**src/rtl/rr_arb_mux_if.sv**
```systemverilog
// rr_arb_mux_if: channel-side and consumer-side handshake bundle for rr_arb_mux.
// Optional packet-lock sideband (in_last/out_last) exists only when
// RR_ARB_MUX_LOCK_EN is defined.
interface rr_arb_mux_if #(
  parameter int INPUTS = 4,
  parameter int WIDTH  = 8
);
  logic [WIDTH*INPUTS-1:0] in_data;
  logic [INPUTS-1:0]       in_valid;
  logic [INPUTS-1:0]       in_ready;
  logic [WIDTH-1:0]        out_data;
  logic [INPUTS-1:0]       out_grant;
  logic                    out_valid;
  logic                    out_ready;
`ifdef RR_ARB_MUX_LOCK_EN
  logic [INPUTS-1:0]       in_last;
  logic                    out_last;
`endif

  // Arbiter side
  modport slave (
    input  in_data, in_valid, out_ready,
    output in_ready, out_data, out_grant, out_valid
`ifdef RR_ARB_MUX_LOCK_EN
    , input in_last, output out_last
`endif
  );

  // Producers and consumer side
  modport master (
    output in_data, in_valid, out_ready,
    input  in_ready, out_data, out_grant, out_valid
`ifdef RR_ARB_MUX_LOCK_EN
    , output in_last, input out_last
`endif
  );
endinterface

```
**src/rtl/rr_arb_mux.sv**
```systemverilog
// rr_arb_mux: registered N-input round-robin arbitrating multiplexer.
// A one-hot round-robin grant drives an AND-OR data mux into a single output
// register with valid/ready handshake; full throughput when out_ready=1.
// Optional feature macro: RR_ARB_MUX_LOCK_EN (holds the grant on one channel
// until a beat with in_last=1 transfers, so packets are never interleaved).
module rr_arb_mux #(
  parameter int INPUTS = 4,
  parameter int WIDTH  = 8
) (
  input  logic         clk,
  input  logic         rst_n,
  rr_arb_mux_if.slave  bus
);

  logic [INPUTS-1:0] r_ptr;
  logic [INPUTS-1:0] r_grant;
  logic [WIDTH-1:0]  r_data;
  logic              r_valid;

  logic [INPUTS-1:0] w_req;
  logic [INPUTS-1:0] w_grant;
  logic [WIDTH-1:0]  w_mux;
  logic              w_load;
  logic              w_xfer;
  logic              w_adv;

  assign w_load = !r_valid || bus.out_ready;
  assign w_xfer = w_load && (|w_grant);

`ifdef RR_ARB_MUX_LOCK_EN
  logic              r_locked;
  logic [INPUTS-1:0] r_lock_oh;
  logic              r_last;
  logic              w_last;

  // While locked only the locked channel may be granted
  assign w_req  = r_locked ? (bus.in_valid & r_lock_oh) : bus.in_valid;
  assign w_last = |(w_grant & bus.in_last);
  assign w_adv  = w_xfer && w_last;

  // Lock register: set by a non-last beat, cleared by a last beat
  always_ff @(posedge clk or negedge rst_n) begin
    if (!rst_n) begin
      r_locked  <= 1'b0;
      r_lock_oh <= '0;
      r_last    <= 1'b0;
    end else if (w_xfer) begin
      r_locked  <= !w_last;
      r_lock_oh <= w_grant;
      r_last    <= w_last;
    end
  end

  assign bus.out_last = r_last;
`else
  assign w_req = bus.in_valid;
  assign w_adv = w_xfer;
`endif

  // Round-robin scan: first requester at or above the pointer, wrapping
  always_comb begin
    int unsigned v_p;
    int unsigned v_idx;
    logic        v_found;
    w_grant = '0;
    v_p     = 0;
    v_found = 1'b0;
    for (int unsigned i = 0; i < INPUTS; i++) begin
      if (r_ptr[i]) v_p = i;
    end
    for (int unsigned off = 0; off < INPUTS; off++) begin
      v_idx = v_p + off;
      if (v_idx >= INPUTS) v_idx = v_idx - INPUTS;
      if (!v_found && w_req[v_idx]) begin
        w_grant[v_idx] = 1'b1;
        v_found        = 1'b1;
      end
    end
  end

  // One-hot AND-OR data mux
  always_comb begin
    w_mux = '0;
    for (int unsigned i = 0; i < INPUTS; i++) begin
      w_mux = w_mux | ({WIDTH{w_grant[i]}} & bus.in_data[i*WIDTH +: WIDTH]);
    end
  end

  // Output pipeline register and priority pointer
  always_ff @(posedge clk or negedge rst_n) begin
    if (!rst_n) begin
      r_valid <= 1'b0;
      r_data  <= '0;
      r_grant <= '0;
      r_ptr   <= {{(INPUTS-1){1'b0}}, 1'b1};
    end else begin
      if (w_load) begin
        if (w_xfer) begin
          r_data  <= w_mux;
          r_grant <= w_grant;
          r_valid <= 1'b1;
        end else begin
          r_valid <= 1'b0;
        end
      end
      if (w_adv) r_ptr <= {w_grant[INPUTS-2:0], w_grant[INPUTS-1]};
    end
  end

  assign bus.in_ready  = w_grant & {INPUTS{w_load}};
  assign bus.out_data  = r_data;
  assign bus.out_grant = r_grant;
  assign bus.out_valid = r_valid;

endmodule

```
**src/flat_wrapper.sv**
```systemverilog
// flat-port wrapper written by rule: the top's interface ports become plain ports
module rr_arb_mux_flat 
#(
  parameter int INPUTS = 4,
  parameter int WIDTH  = 8
)
  (clk, rst_n, bus_in_data, bus_in_valid, bus_out_ready, bus_in_ready, bus_out_data, bus_out_grant, bus_out_valid);
  rr_arb_mux_if #(.INPUTS(INPUTS), .WIDTH(WIDTH)) bus_i ();
  input  logic clk;
  input  logic rst_n;
  input wire logic [$bits(bus_i.in_data)-1:0] bus_in_data;
  input wire logic [$bits(bus_i.in_valid)-1:0] bus_in_valid;
  input wire logic [$bits(bus_i.out_ready)-1:0] bus_out_ready;
  output wire logic [$bits(bus_i.in_ready)-1:0] bus_in_ready;
  output wire logic [$bits(bus_i.out_data)-1:0] bus_out_data;
  output wire logic [$bits(bus_i.out_grant)-1:0] bus_out_grant;
  output wire logic [$bits(bus_i.out_valid)-1:0] bus_out_valid;
  assign bus_i.in_data = bus_in_data;
  assign bus_i.in_valid = bus_in_valid;
  assign bus_i.out_ready = bus_out_ready;
  assign bus_in_ready = bus_i.in_ready;
  assign bus_out_data = bus_i.out_data;
  assign bus_out_grant = bus_i.out_grant;
  assign bus_out_valid = bus_i.out_valid;
  rr_arb_mux #(.INPUTS(INPUTS), .WIDTH(WIDTH)) u_core (.clk(clk), .rst_n(rst_n), .bus(bus_i));
endmodule
```
**config.mk**
```make
export PLATFORM = sky130hd
export DESIGN_NAME = rr_arb_mux_flat
export DESIGN_NICKNAME = d
export VERILOG_FILES = /design/src/rtl/rr_arb_mux_if.sv /design/src/rtl/rr_arb_mux.sv /design/src/flat_wrapper.sv
export SDC_FILE = /design/constraint.sdc
export NUM_CORES = 1
export LEC_CHECK = 0
export CORE_ASPECT_RATIO = 1.5
export CORE_MARGIN = 2
export CORE_UTILIZATION = 25
export CTS_CLUSTER_SIZE = 40
export DETAILED_ROUTE_END_ITERATION = 8
export PLACE_DENSITY = 0.53
export SLEW_MARGIN = 20
export SYNTH_ARGS = -nofsm -noshare
export SYNTH_HDL_FRONTEND = slang
export SYNTH_SLANG_ARGS = --single-unit
```
**constraint.sdc**
```tcl
create_clock -name clk -period 4.1 [get_ports clk]
set_input_delay 1.025 -clock clk [delete_from_list [all_inputs] [get_ports clk]]
set_output_delay 1.025 -clock clk [all_outputs]
set_load 0.03 [all_outputs]
```
# Word level (Yosys, flattened, before mapping)
# Index checks and enable logic that the tools add are counted.
# word_totals
register_bits	17
in_bits	39
output_inout_bits	17
elab_cells	80
# op_classes
reduce_logical	15
bitwise	11
mux	31
addsub	7
order_cmp	12
# ops
cell	n
two-way mux 32 bit	6
>= comparator 32 x 1 -> 1 bit, second input constant	4
>= comparator 32 x 3 -> 1 bit, second input constant	4
less-than comparator 32 x 3 -> 1 bit, second input constant	4
subtractor 32 x 3 -> 32 bit, second input constant	4
adder 32 x 2 -> 32 bit, second input constant	2
adder 32 x 1 -> 32 bit, second input constant	1
bitwise AND 8 bit	4
OR 8 bit	3
two-way mux 4 bit	4
two-way mux 1 bit	13
OR 4 bit	3
binary-select mux 1 bit (select 2 bit)	4
demux 1 bit (select 2 bit)	4
logical AND 1 bit	8
bitwise AND 4 bit	1
logical NOT 1 bit	4
OR reduction 4 bit	1
AND reduction 2 bit	1
logical OR 1 bit	1

# Longest topological paths before layout
# depth
ltp_word	21
ltp_mapped	12
mapped_depth_nobuf	11

# Least setup slack after synthesis
# No wires, ideal clock.
# synth_path
path_kind	register to output
from	reg u_core.r_ptr[2]
to	out bus_in_ready[2]
n_path_buf	0
path_slack_ns	-0.064
required_time_ns	3.075
path_stages_with_launch	11
arrival_time_ns	3.139
path_cell_list	dfrtp_1 > and2b_1 > nor2_1 > inv_1 > ha_1 > mux2i_1 > o21ai_0 > and2_1 > o31ai_2 > nor2_1 > nor2_1
# synth_via
elab_chain_cells	17
elab_cells_between_ends	62
classes_between	add/sub (7); order compare (12); mux (29); bitwise (4); reduce/logical (10)
# synth_lines
element	line	text
start, declared	rr_arb_mux.sv:15	logic [INPUTS-1:0] r_ptr;
start signal, assigned	rr_arb_mux.sv:95	r_ptr <= {{(INPUTS-1){1'b0}}, 1'b1};
start signal, assigned	rr_arb_mux.sv:106	if (w_adv) r_ptr <= {w_grant[INPUTS-2:0], w_grant[INPUTS-1]};
two-way mux 32 bit (*) (2 in a row)	rr_arb_mux.sv:69	if (r_ptr[i]) v_p = i;
branches (longest 13 deep; another with adder 32 x 1 -> 32 bit)	n/a	
two-way mux 4 bit (*)	rr_arb_mux.sv:74	if (!v_found && w_req[v_idx]) begin
bitwise AND 4 bit (*)	rr_arb_mux.sv:110	assign bus.in_ready = w_grant & {INPUTS{w_load}};
end, declared	flat_wrapper.sv:14	output wire logic [$bits(bus_i.in_ready)-1:0] bus_in_ready;
# Mark *: on every way between the ends. The select of a mux whose other input is x is not followed.

# Worst setup path in the final report
# layout_path
from	in bus_in_valid[3]
to	out bus_in_ready[2]
# layout_via
elab_chain_cells	13
elab_cells_between_ends	25
classes_between	mux (15); bitwise (4); reduce/logical (6)
# layout_lines
element	line	text
start, declared	flat_wrapper.sv:12	input wire logic [$bits(bus_i.in_valid)-1:0] bus_in_valid;
binary-select mux 1 bit (select 2 bit)	rr_arb_mux.sv:74	
two-way mux 1 bit (not written as such)	rr_arb_mux.sv:74	
two-way mux 1 bit	rr_arb_mux.sv:74	
logical NOT 1 bit	rr_arb_mux.sv:74	
logical AND 1 bit	rr_arb_mux.sv:74	
two-way mux 1 bit	rr_arb_mux.sv:74	
logical NOT 1 bit	rr_arb_mux.sv:74	
logical AND 1 bit	rr_arb_mux.sv:74	
two-way mux 1 bit	rr_arb_mux.sv:74	
logical NOT 1 bit	rr_arb_mux.sv:74	
logical AND 1 bit	rr_arb_mux.sv:74	
two-way mux 4 bit (*)	rr_arb_mux.sv:74	
bitwise AND 4 bit (*)	rr_arb_mux.sv:110	
# Mark *: on every way between the ends. The rest lies on a longest branch, timed or not. The select of a mux whose other input is x is not followed.

==> metrics.md <==
| Metric | Value |
|---|---|
| Status | `finished, final reports clean` |
| CTS max path bufs | `2` |
| Detailed-route wire length per cell | `15.9 um` |
| Pwr dens | `915 nW/um^2` |
| Skew-Pair Late Insertion Delay | `0.24 ns` |
| Nature of the critical path endpoint | `output port` |
| Worst Setup Path Type | `primary input to output port` |
| Initial core utilization | `26.0%` |
| Hold path start | `u_core.bus.out_grant[3]` |
| # H-tree levels | `1` |
| Io pins | `56` |
| Pre-CTS setup slack | `-0.0104 ns` |
| Tightest Pin Transition | `0.593 ns` |
| Post-route DRC violation count | `0` |
| Ys async rst share | `100%` |
| Cell variety after synth | `37` |
| RSZ-0062 raised after global routing | `no` |
| Tcrit/Tclk final | `95.9%` |
| Mean Syn Cell Area | `8.76 um^2` |
| Total track usage | `16.4%` |
| Most used DFF post-synth | `dfrtp_1` |
| DP Area | `2000 um^2` |
| Post-synthesis sequential area ratio | `26.0%` |
| Fill cells | `508` |
| Pleak | `0.891 nW` |
| Layout cells sized above 1 | `25.2%` |
| Worst hold path class | `flip-flop to flip-flop` |
| Routed Antenna Nets | `0` |
| Worst Reg-to-Reg Cells | `12` |
| Gate Count Post-Synth | `143` |
| Largest net degree at the start of global routing | `14` |
| DRT iter0 DRCs | `85` |
| DR vias | `1,488` |
| Routability-driven placement congestion ratio | `0.808` |
| Commonest cells after routing, fill and taps aside | `clkdlybuf4s50_1, o21ai_0, buf_4` |
| Reg-to-Reg Start | `u_core.bus.out_grant[0]` |
| Drt pass-1 iters | `4` |
| PortBufs | `55` |
| Nets | `266` |
| Synth-to-Final Area Change | `67.8%` |
| Normalized max-slew margin | `60.3%` |
| R2R Setup Slk | `0.83 ns` |
| Cell area after layout | `2100 um^2` |
| Num Clock Sinks | `13` |
| Fmax achieved | `254 MHz` |
| Row count | `31` |
| Setup WS post-layout | `0.170 ns` |
| Max cap viols | `0` |
| Antenna violations before repair | `0` |
| Final Skew | `0.00264 ns` |
| Max-slew violation total from the final report | `0` |
| Netlist Area Pre-Place | `1250 um^2` |
| Crit path DAT | `2.91 ns` |
| Die Span X | `61.8 um` |
| Reg-to-reg endpoint | `u_core.bus.out_data[4]` |
| Worst vdd ir | `0.419 mV` |
| Die H | `90.7 um` |
| Via density | `5.24` |
| Hpwl dp | `3620 um` |
| Required @ worst endpoint | `3.07 ns` |
| Hold Crit Depth | `1` |
| Total CTS buffers | `3` |
| Commonest non-fill, non-tap cell in the layout | `clkdlybuf4s50_1` |
| Root Buffer | `clkbuf_8` |
| CTS tree | `yes` |
| Core area | `4810 um^2` |
| Setup Viol. Count Final | `0` |
| EDFF count, synth | `0` |
| Die area | `5600 um^2` |
| Syn_nets | `190` |
| Worst-path fanout max | `5` |
| Startpoint Class | `primary input` |
| Grt ovf | `0` |
| First-pass GRT wire length | `7020 um` |
| Area of the multi-input gates | `925 um^2` |
| WL final | `4510 um` |
| #FFs+latches synth | `13` |
| Vias in the first global route | `1,594` |
| Worst-path clk slew | `0.05 ns` |
| Fin crit period | `3.93 ns` |
| Hold Crit Endpoint | `u_core.bus.out_grant[3]` |
| Syn. warnings | `0` |
| Register area | `325 um^2` |
| N_diodes | `0` |
| Final hold vios | `0` |
[per-stage QoR]
step | util [%] | total power [mW] | TNS (ns) | hold WS, ns | cells
final | 43.7 | 1.92 | 0 | 0.475 | 284
after global routing | 43.7 | 2.07 | 0 | 0.491 | 284
after CTS | 42.5 | 1.89 | 0 | 0.477 | 283
after detailed placement | 41.5 | 1.76 | -0.0104 | 0.464 | 279
after global placement | 41.5 | 1.73 | 0 | 0.474 | 279
after floorplan | - | 1.23 | 0 | 0.670 | 143
[worst max path at each step]
stage                            to                    start
global placement    bus_in_ready[2]          bus_in_valid[1]
floorplan           bus_in_ready[2]          u_core.r_ptr[2]
finish              bus_in_ready[2]          bus_in_valid[3]
CTS                 bus_in_ready[3]          bus_in_valid[2]
detailed placement  bus_in_ready[2]          bus_in_valid[1]
global route        bus_in_ready[2]  u_core.bus.out_grant[0]
[flip-flops by register name (all words and copies together) (netlist names)]
name                  cells
u_core.bus.out_valid      1
u_core.bus.out_data       8
u_core.bus.out_grant      2
u_core.r_ptr              2
[per-layer routing]
layer,track usage (%),routed length (um)
met5,0,0
met3,1.72,184
met4,6.74,59
met2,30.5,2610
met1,17.2,1650
[area by class of cell]
class	count	share of cell area (%)
inverter	11	1.96
multi-input combinational	117	44.0
tap	66	3.93
timing repair buffer	73	32.5
sequential	13	15.5
clock buffer	4	2.14
[where the power goes]
part / switching (mW) / total (mW) / internal (mW)
Sequential: 0.0372 / 0.237 / 0.200
Clock: 0.0437 / 0.112 / 0.0685
Combinational: 0.860 / 1.57 / 0.715
[cell families (layout without fill, tap and decap cells)]
kind of cell,Yosys count,in the layout,share of synthesized area [%]
DFF,13,13,26.0
and+or+nand+nor,38,38,18.4
muxes,11,11,11.4
adders and majority gates,8,8,7.99
buffers and inverters,13,88,4.59
AOI/OAI and AO/OA,60,60,31.7
[worst max-delay path, stage by stage]
cell and delay [ns]:
clkdlybuf4s50_1 0.57, nor2b_1 0.13, a211o_1 0.34, a41oi_1 0.29, o31ai_2 0.14, nor2_2 0.17, nor2_2 0.06, buf_4 0.18
[cell usage after synthesis (2+ instances only)]
cell type  count  area share, %
a2111oi_0      4            2.8
a21o_1         4            2.4
a21oi_1        4            1.6
a41oi_1        4            2.8
and2_1         2            1.0
dfrtp_1       13             26
ha_1           8            8.0
inv_1         11            3.3
mux2_1         2            1.8
mux2_4         6            7.2
mux2i_1        3            2.4
nand3_1        3            1.2
nand4_1        8            4.0
nor2_1         9            2.7
nor2_2         2            1.0
nor2b_1        3            1.5
o21ai_0       34             14
o31ai_2        4            4.0
[what timing repair did]
action / 4_1_cts / 5_1_grt
setup endpoints to repair: 1 / 4
buffers inserted: 0 / 1
hold buffers: 0 / 0
resized for setup: 1 / 16
gates cloned: 0 / 0
pin swaps: 0 / 1
No activity file was read; power rests on OpenSTA's default activity.
